### config.mk
export PLATFORM = sky130hd
export DESIGN_NAME = hvsync_generator
export DESIGN_NICKNAME = d
export VERILOG_FILES = /design/src/rtl/hvsync_generator.sv
export SDC_FILE = /design/constraint.sdc
export NUM_CORES = 1
export LEC_CHECK = 0
export BUFFER_PORTS_ARGS = -buffer_cell sky130_fd_sc_hd__buf_2
export CAP_MARGIN = 20
export CORE_ASPECT_RATIO = 0.9
export CORE_MARGIN = 8
export CORE_UTILIZATION = 47
export DETAILED_ROUTE_END_ITERATION = 10
export PLACE_DENSITY = 0.73
export REMOVE_ABC_BUFFERS = 1
export SYNTH_ARGS = -nofsm -noshare
export SYNTH_HDL_FRONTEND = slang
export SYNTH_SLANG_ARGS = --single-unit
### constraint.sdc
create_clock -name clk -period 1.5 [get_ports clk]
set_input_delay 0.075 -clock clk [delete_from_list [all_inputs] [get_ports clk]]
set_output_delay 0.075 -clock clk [all_outputs]
set_load 0.01 [all_outputs]
### src/rtl/hvsync_generator.sv
// Free-running horizontal/vertical beam counters with registered sync pulses.
// Define HVSYNC_SYNC_INVERT_EN for active-low hsync/vsync (idle high).
module hvsync_generator #(
  parameter int H_DISPLAY = 256,
  parameter int H_BACK    = 23,
  parameter int H_FRONT   = 7,
  parameter int H_SYNC    = 23,
  parameter int V_DISPLAY = 240,
  parameter int V_TOP     = 5,
  parameter int V_BOTTOM  = 14,
  parameter int V_SYNC    = 3
) (
  input  logic       clk,
  input  logic       reset,
  output logic       hsync,
  output logic       vsync,
  output logic       display_on,
  output logic [8:0] hpos,
  output logic [8:0] vpos
);

  localparam logic [8:0] H_DISP_C       = 9'(H_DISPLAY);
  localparam logic [8:0] H_SYNC_START_C = 9'(H_DISPLAY + H_FRONT);
  localparam logic [8:0] H_SYNC_END_C   = 9'(H_DISPLAY + H_FRONT + H_SYNC - 1);
  localparam logic [8:0] H_MAX_C        = 9'(H_DISPLAY + H_BACK + H_FRONT + H_SYNC - 1);

  localparam logic [8:0] V_DISP_C       = 9'(V_DISPLAY);
  localparam logic [8:0] V_SYNC_START_C = 9'(V_DISPLAY + V_BOTTOM);
  localparam logic [8:0] V_SYNC_END_C   = 9'(V_DISPLAY + V_BOTTOM + V_SYNC - 1);
  localparam logic [8:0] V_MAX_C        = 9'(V_DISPLAY + V_TOP + V_BOTTOM + V_SYNC - 1);

`ifdef HVSYNC_SYNC_INVERT_EN
  localparam logic SYNC_ON = 1'b0;
`else
  localparam logic SYNC_ON = 1'b1;
`endif

  logic h_wrap;
  logic v_wrap;
  logic h_in_sync;
  logic v_in_sync;

  assign h_wrap    = (hpos == H_MAX_C);
  assign v_wrap    = (vpos == V_MAX_C);
  assign h_in_sync = (hpos >= H_SYNC_START_C) && (hpos <= H_SYNC_END_C);
  assign v_in_sync = (vpos >= V_SYNC_START_C) && (vpos <= V_SYNC_END_C);

  always_ff @(posedge clk or negedge reset) begin
    if (!reset) begin
      hpos <= '0;
    end else if (h_wrap) begin
      hpos <= '0;
    end else begin
      hpos <= hpos + 9'd1;
    end
  end

  // The line counter only moves on the clock where the pixel counter wraps.
  always_ff @(posedge clk or negedge reset) begin
    if (!reset) begin
      vpos <= '0;
    end else if (h_wrap) begin
      if (v_wrap) begin
        vpos <= '0;
      end else begin
        vpos <= vpos + 9'd1;
      end
    end
  end

  // Sync outputs lag the counters by one clock since they sample the current position.
  always_ff @(posedge clk or negedge reset) begin
    if (!reset) begin
      hsync <= ~SYNC_ON;
      vsync <= ~SYNC_ON;
    end else begin
      hsync <= h_in_sync ? SYNC_ON : ~SYNC_ON;
      vsync <= v_in_sync ? SYNC_ON : ~SYNC_ON;
    end
  end

  assign display_on = (hpos < H_DISP_C) && (vpos < V_DISP_C);

endmodule

# Word level (Yosys, flattened, before mapping)
# Index checks and enable logic that the tools add are counted.
totals:
  ff_bits: 20
  wordCells: 21
  output_inout_bits: 21
classes:
  add_sub_neg: 2
  n_eq_ne: 2
  n_reduce_logical: 3
  magnitude_cmp: 6
  muxes: 4
op_table:
  columns: ["op", "count"]
  rows:
  - ["$add 9x1->9 const B", 2]
  - ["$eq 9x9->1 const B", 2]
  - ["$le 9x9->1 const B", 2]
  - ["$mux 9", 2]
  - ["$ge 9x8->1 const B", 1]
  - ["$ge 9x9->1 const B", 1]
  - ["$lt 9x8->1 const B", 1]
  - ["$lt 9x9->1 const B", 1]
  - ["$logic_and 1x1->1", 3]
  - ["$mux 1", 2]

# Depth between registers and ports, before layout
# Gate-level depths: netlist of run 1.
logic_depth:
  ltp_word: 3
  ltp_mapped: 7
  ltp_nobuf: 6

# Least setup slack after synthesis of run 1
# OpenSTA, ideal clock, no wires.
synth_timing:
  path_kind: "register to register"
  from: "register hpos[0]"
  to: "register vpos[1]"
  slack_ns: -0.137
  t_arrival_ns: 1.500
  period_less_slack_ns: 1.637
  stages_incl_launch_ff: 8
  cell_sequence: "dfrtp_1 -> inv_1 -> ha_1 -> nand4bb_1 -> buf_2 -> nor2_2 -> and3_1 -> a211oi_1"
synth_via:
  elab_chain_cells: 1
synth_lines:
  columns: ["element", "line_no", "text"]
  rows:
  - ["start: declaration", "18", "output logic [8:0] hpos,"]
  - ["start signal: assignment", "54", "hpos <= hpos + 9'd1;"]
  - ["$eq 9x9->1", "43", "assign h_wrap = (hpos == H_MAX_C);"]
  - ["end signal: assignment", "66", "vpos <= vpos + 9'd1;"]
  - ["end: declaration", "19", "output logic [8:0] vpos"]
# Every way passes these cells.
# A chain may end at the register's enable or synchronous reset.

# Worst setup path after layout of run 1
layout_timing:
  from: "register hpos[1]"
  to: "register vpos[7]"
# Same word-level chain as after synthesis.

==> impl_metrics.tcl, run 1 <==
set metrics [dict create \
    outcome "finished, final reports clean" \
    cts_root_buffer "clkbuf_4" \
    ys_seq_area_share_pct 47.23 \
    rr_endpoint "vpos[7]$_DFFE_PN0N_" \
    r2r_setup_slack_ns 0.004 \
    start_util_pct 49.02 \
    drv_cap 0 \
    clk_pin_slew_ns 0.12 \
    synth_seq_cells 20 \
    power_density_nw_per_um2 584.8 \
    clockBufferDepth 2 \
    rsz0062_at_grt "yes" \
    overflow 0 \
    layout.nets 157 \
    synth_common_cells "dfrtp_1, nor2_1, xnor2_1" \
    drt-initial-drc-count 22 \
    placed_area_um2 1329 \
    diodes 0 \
    syn-instance-count 101 \
    criticalPathCategory "flop to flop" \
    pin_count 23 \
    synth_top_flop_cell "dfrtp_1" \
    cts_sinks 20 \
    avgViaCountPerCell 5.406 \
    yosys.area.top_type "dfrtp_1" \
    antenna_found_initial 0 \
    area_growth_pct 39.91 \
    clk_latency_ns 0.31 \
    syn_avg_cell_area_um2 10.49 \
    cp_data_arrival_time_ns 1.69 \
    synthTopCellsByArea "dfrtp_1, xnor2_1, ha_1, nor2_1, nand3_1" \
    crit_path_top_delay_cell "dfrtp_1" \
    multi_input_area_um2 604.3 \
    fin_tns_setup_ns 0 \
    worstMarginPinSlew_ns 0.4664 \
    finalSetupViolCount 0 \
    critical_path.max_stage_delay_ns 0.41 \
    die_w_um 66.06 \
    place_congestion 0.8369 \
    h-tree-depth 1 \
    fin_area_um2 1483 \
    port_buffers 22 \
    hold_path_class "primary input to async pin" \
    ant_nets 0 \
    fin_crit_ns 1.496 \
    ff_latch_area_um2 500.5 \
    core_area_um2 2162 \
    core.rowCount 16 \
    grt_usage_pct 13.98 \
    synth-edff-count 0 \
    final_cells 175 \
    synthArstFlopShare_pct 100.0 \
    nFillCells 182 \
    power_leakage_nw 0.7514 \
    placed_cells 166 \
    numCtsBuffers 3 \
    drc 0 \
    hold_viol 0 \
    end_kind "flop" \
    yosysTopAreaCellShare_pct 47.23 \
    fin_crit_sh_pct 99.71 \
    path_cells "inv_2 -> ha_4 -> nand4bb_4 -> nor3_2 -> nand4_1 -> xnor2_1" \
    synthDistinctLibCells 30 \
    cp-start-kind "flop" \
    irDropWorstVdd_mv 0.6226 \
    routed_wl_um 2746 \
    synthesis.area_um2 1060 \
    cts_tree "yes" \
    drive_above_1_share_pct 41.89 \
    grt_pass1_wl_um 4395 \
    drt_first_pass_iters 4 \
    fin_skew_ns 0.009962 \
    required_ns 1.69 \
    die_h_um 61.05 \
    place.detailed.hpwl_um 1947 \
    rr_worst_depth 6 \
    clock.fmax_ghz 0.6686 \
    via_count 946 \
    drv_slew 0 \
    grt_pass1_vias 985 \
    die_area_um2 4033 \
    crit-reg2reg-launch "hpos[1]$_DFF_PN0_" \
    yosys_warnings 0 \
    synth_most_common_cell "dfrtp_1" \
    grt_start_max_net_pins 21 \
    detail_route.wl_per_cell_um 15.69 \
    relSlewSlack_pct 68.90 \
    critPathMaxFanout 6 \
]
==> where the power goes <==
group | switching (mW) | internal (mW)
clock network | 0.167 | 0.148
registers | 0 | 0.539
logic | 0.0107 | 0.00262
==> sequential cells by signal (all words and copies together), names as in the netlist <==
signal,flops
hpos,9
vpos,9
hsync,1
vsync,1
==> critical path: cells and delay by family (launching register included) <==
family | cells | cell delay (ns)
AND/OR/NAND/NOR | 3 | 0.59
flip-flops | 1 | 0.41
adder cells (fa/ha/maj) | 1 | 0.15
XOR/XNOR | 1 | 0.14
buffers and inverters | 1 | 0.09
==> stage by stage <==
step                      total power [mW]  setup slack, ns  utilization [%]  hold slack (ns)
final                               0.8671         0.004390            68.58           0.2367
after global placement              0.5609         -0.08591            61.46          0.03938
after global routing                0.8914          -0.1148            68.58           0.2609
after CTS                           0.8716         -0.01532            66.38           0.2459
after floorplan                     0.5495          -0.1887                -          -0.2206
after detailed placement            0.5614          -0.1755            61.46          0.04952
==> area by class of cell <==
| cell class | count | share of cell area, % |
|---|---|---|
| clock buffers | 4 | 2.447 |
| well taps | 27 | 2.278 |
| flip-flops and latches | 20 | 33.76 |
| multi-input cells | 74 | 40.76 |
| repair buffers | 45 | 19.49 |
| inverters | 5 | 1.266 |
==> cells by family (layout without fill, tap and decap cells) <==
family | count (synthesis) | after routing | synth area share (%)
AO/OA/AOI/OAI | 6 | 6 | 4.014
XOR/XNOR | 14 | 14 | 11.57
adder cells (fa/ha/maj) | 6 | 6 | 7.084
buffers and inverters | 7 | 54 | 2.715
flip-flops | 20 | 20 | 47.23
multiplexers | 1 | 1 | 0.9445
AND/OR/NAND/NOR | 47 | 47 | 26.45
==> worst max-delay path by stage <==
| stage | from | endpoint | slack (ns) | cells after the start |
|---|---|---|---|---|
| 6_report | hpos[1]$_DFF_PN0_ | vpos[7]$_DFFE_PN0N_ | 0.004 | 6 |
| 5_1_grt | hpos[1]$_DFF_PN0_ | vpos[5]$_DFFE_PN0N_ | -0.11 | 6 |
| 4_1_cts | hpos[1]$_DFF_PN0_ | vpos[6]$_DFFE_PN0N_ | -0.02 | 6 |
| 3_5_place_dp | hpos[0]$_DFF_PN0_ | vpos[6]$_DFFE_PN0N_ | -0.18 | 6 |
| 3_3_place_gp | hpos[0]$_DFF_PN0_ | vpos[8]$_DFFE_PN0N_ | -0.09 | 6 |
| 2_1_floorplan | hpos[0]$_DFF_PN0_ | vpos[1]$_DFFE_PN0N_ | -0.19 | 6 |
==> cells in the final DEF, fill, tap and decap left out, types with 2 or more instances in the layout <==
cell type / count
clkbuf_4: 3
ha_1: 4
nor2_2: 2
nand3_1: 7
nor4_4: 2
xnor2_1: 10
buf_4: 21
dfrtp_1: 20
inv_2: 2
inv_1: 3
buf_2: 22
and3_1: 4
nand4_1: 3
xor2_1: 4
nor3_1: 3
nor2_1: 13
nand2_1: 2
==> repair_timing <==
item / 4_1_cts / 5_1_grt
buffers inserted: 2 / 2
hold buffers: 1 / 0
pin swaps: 3 / 6
resized for setup: 8 / 8
endpoints found under the hold margin: 20 / 0
endpoints found under the setup margin: 9 / 13
==> per-layer routing <==
metal	GRT usage (%)	vias up	part of all wire (%)
li1	-	448	-
met1	13.94	458	41
met2	27.08	34	50
met3	4.909	6	6.5
met4	3.647	0	1.9
met5	0	-	0
Power figures use the tool's default switching activity.
==> run 2, diff against run 1 <==
--- a/config.mk
+++ b/config.mk
@@ -5,13 +5,14 @@
 export SDC_FILE = /design/constraint.sdc
 export NUM_CORES = 1
 export LEC_CHECK = 0
+export ABC_AREA = 1
 export BUFFER_PORTS_ARGS = -buffer_cell sky130_fd_sc_hd__buf_2
 export CAP_MARGIN = 20
 export CORE_ASPECT_RATIO = 0.9
 export CORE_MARGIN = 8
-export CORE_UTILIZATION = 47
+export CORE_UTILIZATION = 48
 export DETAILED_ROUTE_END_ITERATION = 10
-export PLACE_DENSITY = 0.73
+export PLACE_DENSITY = 0.74
 export REMOVE_ABC_BUFFERS = 1
 export SYNTH_ARGS = -nofsm -noshare
 export SYNTH_HDL_FRONTEND = slang
==> run 2 against run 1 <==
  * Synthesized cell count grew 46%
  * Via count grew 9.4%
  * Global-route usage down 1.5 points
  * Clock skew decreased by 0.0086 ns
  * Area after synthesis rose by 9.2%
  * Routed wire length down 6.8%
  * Flip-flop and latch count is the same
  * Critical path depth up 2
  * Cell count grew 18%
  * Cell area down 6.8%
  * Combinational power shrank 3%
==> impl_metrics.tcl, run 2 <==
set metrics [dict create \
    detail_route.wl_per_cell_um 12.43 \
    criticalPathCategory "flop to flop" \
    highest_layer "met4" \
    place.detailed.hpwl_um 1922 \
    power_density_nw_per_um2 625.9 \
    synth_seq_cells 20 \
    clkPwrFrac_pct 36.2 \
    power_mw 0.8654 \
    grt_start_max_net_pins 21 \
    clockBufferDepth 2 \
    grt_pass1_vias 1027 \
    fin_crit_sh_pct 94.52 \
    drc 0 \
    core_area_um2 2361 \
    start_util_pct 49.02 \
    synth_most_common_cell "nand2_1" \
    outcome "finished, final reports clean" \
    met2_length_um 1183 \
    irDropWorstVdd_mv 0.3722 \
    avgViaCountPerCell 5.024 \
    ant_nets 0 \
    pwr-share-seq_pct 62.3 \
    area_growth_pct 19.46 \
    overflow 0 \
    die_area_um2 4241 \
    synth_top_flop_cell "dfrtp_1" \
    die_h_um 62.59 \
    synthDistinctLibCells 20 \
    synth_common_cells "nand2_1, inv_1, dfrtp_1" \
    yosysTopAreaCellShare_pct 43.24 \
    wl_met3_um 161 \
    port_buffers 22 \
    clock.fmax_ghz 0.7053 \
    wl_met1_um 1188 \
    cp_data_arrival_time_ns 1.61 \
    grt_pass1_wl_um 4291 \
    synthesis.area_um2 1157 \
    cts_tree "yes" \
    rsz0062_at_grt "no" \
    worstMarginPinSlew_ns 0.4474 \
    nFillCells 211 \
    synth-edff-count 0 \
    fin_crit_ns 1.418 \
    p_int_mw 0.6894 \
    hold_viol 0 \
    end_kind "flop" \
    drt_first_pass_iters 4 \
    final_common_cell "nand2_1" \
    p_sw_share_pct 20.34 \
    h-tree-depth 1 \
    fin_tns_setup_ns 0 \
    drt-initial-drc-count 74 \
    critPathMaxFanout 7 \
    clk_latency_ns 0.29 \
    place_congestion 0.8263 \
    syn-instance-count 147 \
    fin_skew_ns 0.001369 \
    p_comb_share_pct 1.5 \
    ys_seq_area_share_pct 43.24 \
    relSlewSlack_pct 70.17 \
    core.rowCount 17 \
    clk_pin_slew_ns 0.11 \
    via_count 1035 \
    cp-start-kind "flop" \
    die_w_um 67.76 \
    cts_root_buffer "clkbuf_4" \
    grt_usage_pct 12.47 \
    required_ns 1.69 \
    antenna_found_initial 0 \
    hold_path_class "primary input to async pin" \
    drv_cap 0 \
    finalSetupViolCount 0 \
    routed_wl_um 2560 \
    reg.largest.list "hpos (9), vpos (9)" \
    power_leakage_nw 0.7443 \
    layout.nets 187 \
    yosys.area.top_type "dfrtp_1" \
    power.net_switching_mw 0.1760 \
    yosys_warnings 0 \
    diodes 0 \
    synthTopCellsByArea "dfrtp_1, nand2_1, inv_1, ha_1, nor2_1" \
    synthArstFlopShare_pct 100.0 \
    numCtsBuffers 3 \
    drive_above_1_share_pct 21.35 \
    syn_avg_cell_area_um2 7.873 \
    pin_count 23 \
    cts_sinks 20 \
    drv_slew 0 \
    final_cell_mix "nand2_1, inv_1, buf_2" \
]
run 2: path summary, 6_finish.rpt:
| path | startpoint | endpoint | slack, ns | cells after the start |
|---|---|---|---|---|
| max | hpos[0]$_DFF_PN0_ | vpos[6]$_DFFE_PN0N_ | 0.08 | 8 |
| min | reset | hpos[2]$_DFF_PN0_ | 0.24 | 2 |
| max reg2reg | hpos[0]$_DFF_PN0_ | vpos[6]$_DFFE_PN0N_ | 0.08 | 8 |
| min reg2reg | hpos[0]$_DFF_PN0_ | hpos[0]$_DFF_PN0_ | 0.51 | 1 |
| max in group asynchronous | reset | hpos[0]$_DFF_PN0_ | 0.93 | 2 |
| min in group clk | hpos[0]$_DFF_PN0_ | hpos[0]$_DFF_PN0_ | 0.51 | 1 |
run 2: metrics by stage:
| stage | hold WS [ns] | setup WS (ns) | instance area (um^2) | std cells | util, % |
|---|---|---|---|---|---|
| 6_report | 0.2404 | 0.08223 | 1383 | 206 | 58.56 |
| 5_1_grt | 0.2693 | 0.005160 | 1383 | 206 | 58.56 |
| 4_1_cts | 0.2479 | 0.02063 | 1360 | 204 | 57.60 |
| 3_5_place_dp | 0.04680 | 0.02830 | 1314 | 199 | 55.64 |
| 3_3_place_gp | 0.04672 | 0.1154 | 1314 | 199 | 55.64 |
| 2_1_floorplan | -0.2206 | 0.1261 | 1146 | 146 | - |
run 2: power by group through the flow:
stage	Combinational [mW]	Sequential, mW	Clock [mW]
finish	0.0130	0.539	0.313
global route	0.0157	0.539	0.351
CTS	0.0139	0.539	0.322
detailed placement	0.0119	0.549	0
global placement	0.0119	0.549	0
floorplan	0.000000324	0.550	0
run 2: repair_timing:
action | in CTS | in global routing
hold buffers | 1 | 0
gates resized for setup | 0 | 3
buffers inserted | 0 | 1
endpoints found under the hold margin | 20 | 0
setup endpoints to repair | 0 | 13
run 2: kinds of logic (layout without fill, tap and decap cells):
family / Yosys count / after routing / synth area share [%]
buffers and inverters: 27 / 57 / 9.513
AND/OR/NAND/NOR: 78 / 79 / 31.57
adder cells (fa/ha/maj): 6 / 6 / 6.486
AO/OA/AOI/OAI: 9 / 9 / 3.892
flip-flops: 20 / 20 / 43.24
XOR/XNOR: 7 / 7 / 5.297
run 2: metal layers:
layer	global-route usage [%]	up-vias
li1	-	522
met3	2.330	4
met5	0	-
met1	15.74	481
met2	20.12	28
met4	4.700	0
run 2: critical path, stage by stage, from the launching register on:
cell and delay, ns:
dfrtp_2 0.46, inv_1 0.07, ha_1 0.14, nand2_1 0.05
inv_1 0.06, nand2_2 0.12, nor2_8 0.19, nand2_1 0.08
xor2_1 0.14
run 2: cell type report:
type | instances | area (um^2) | area share (%)
flip-flops and latches | 20 | 501.7 | 36.29
clock buffers | 4 | 36.28 | 2.624
repair buffers | 27 | 150.1 | 10.86
multi-input cells | 101 | 560.5 | 40.54
inverters | 26 | 98.84 | 7.149
well taps | 28 | 35.03 | 2.534
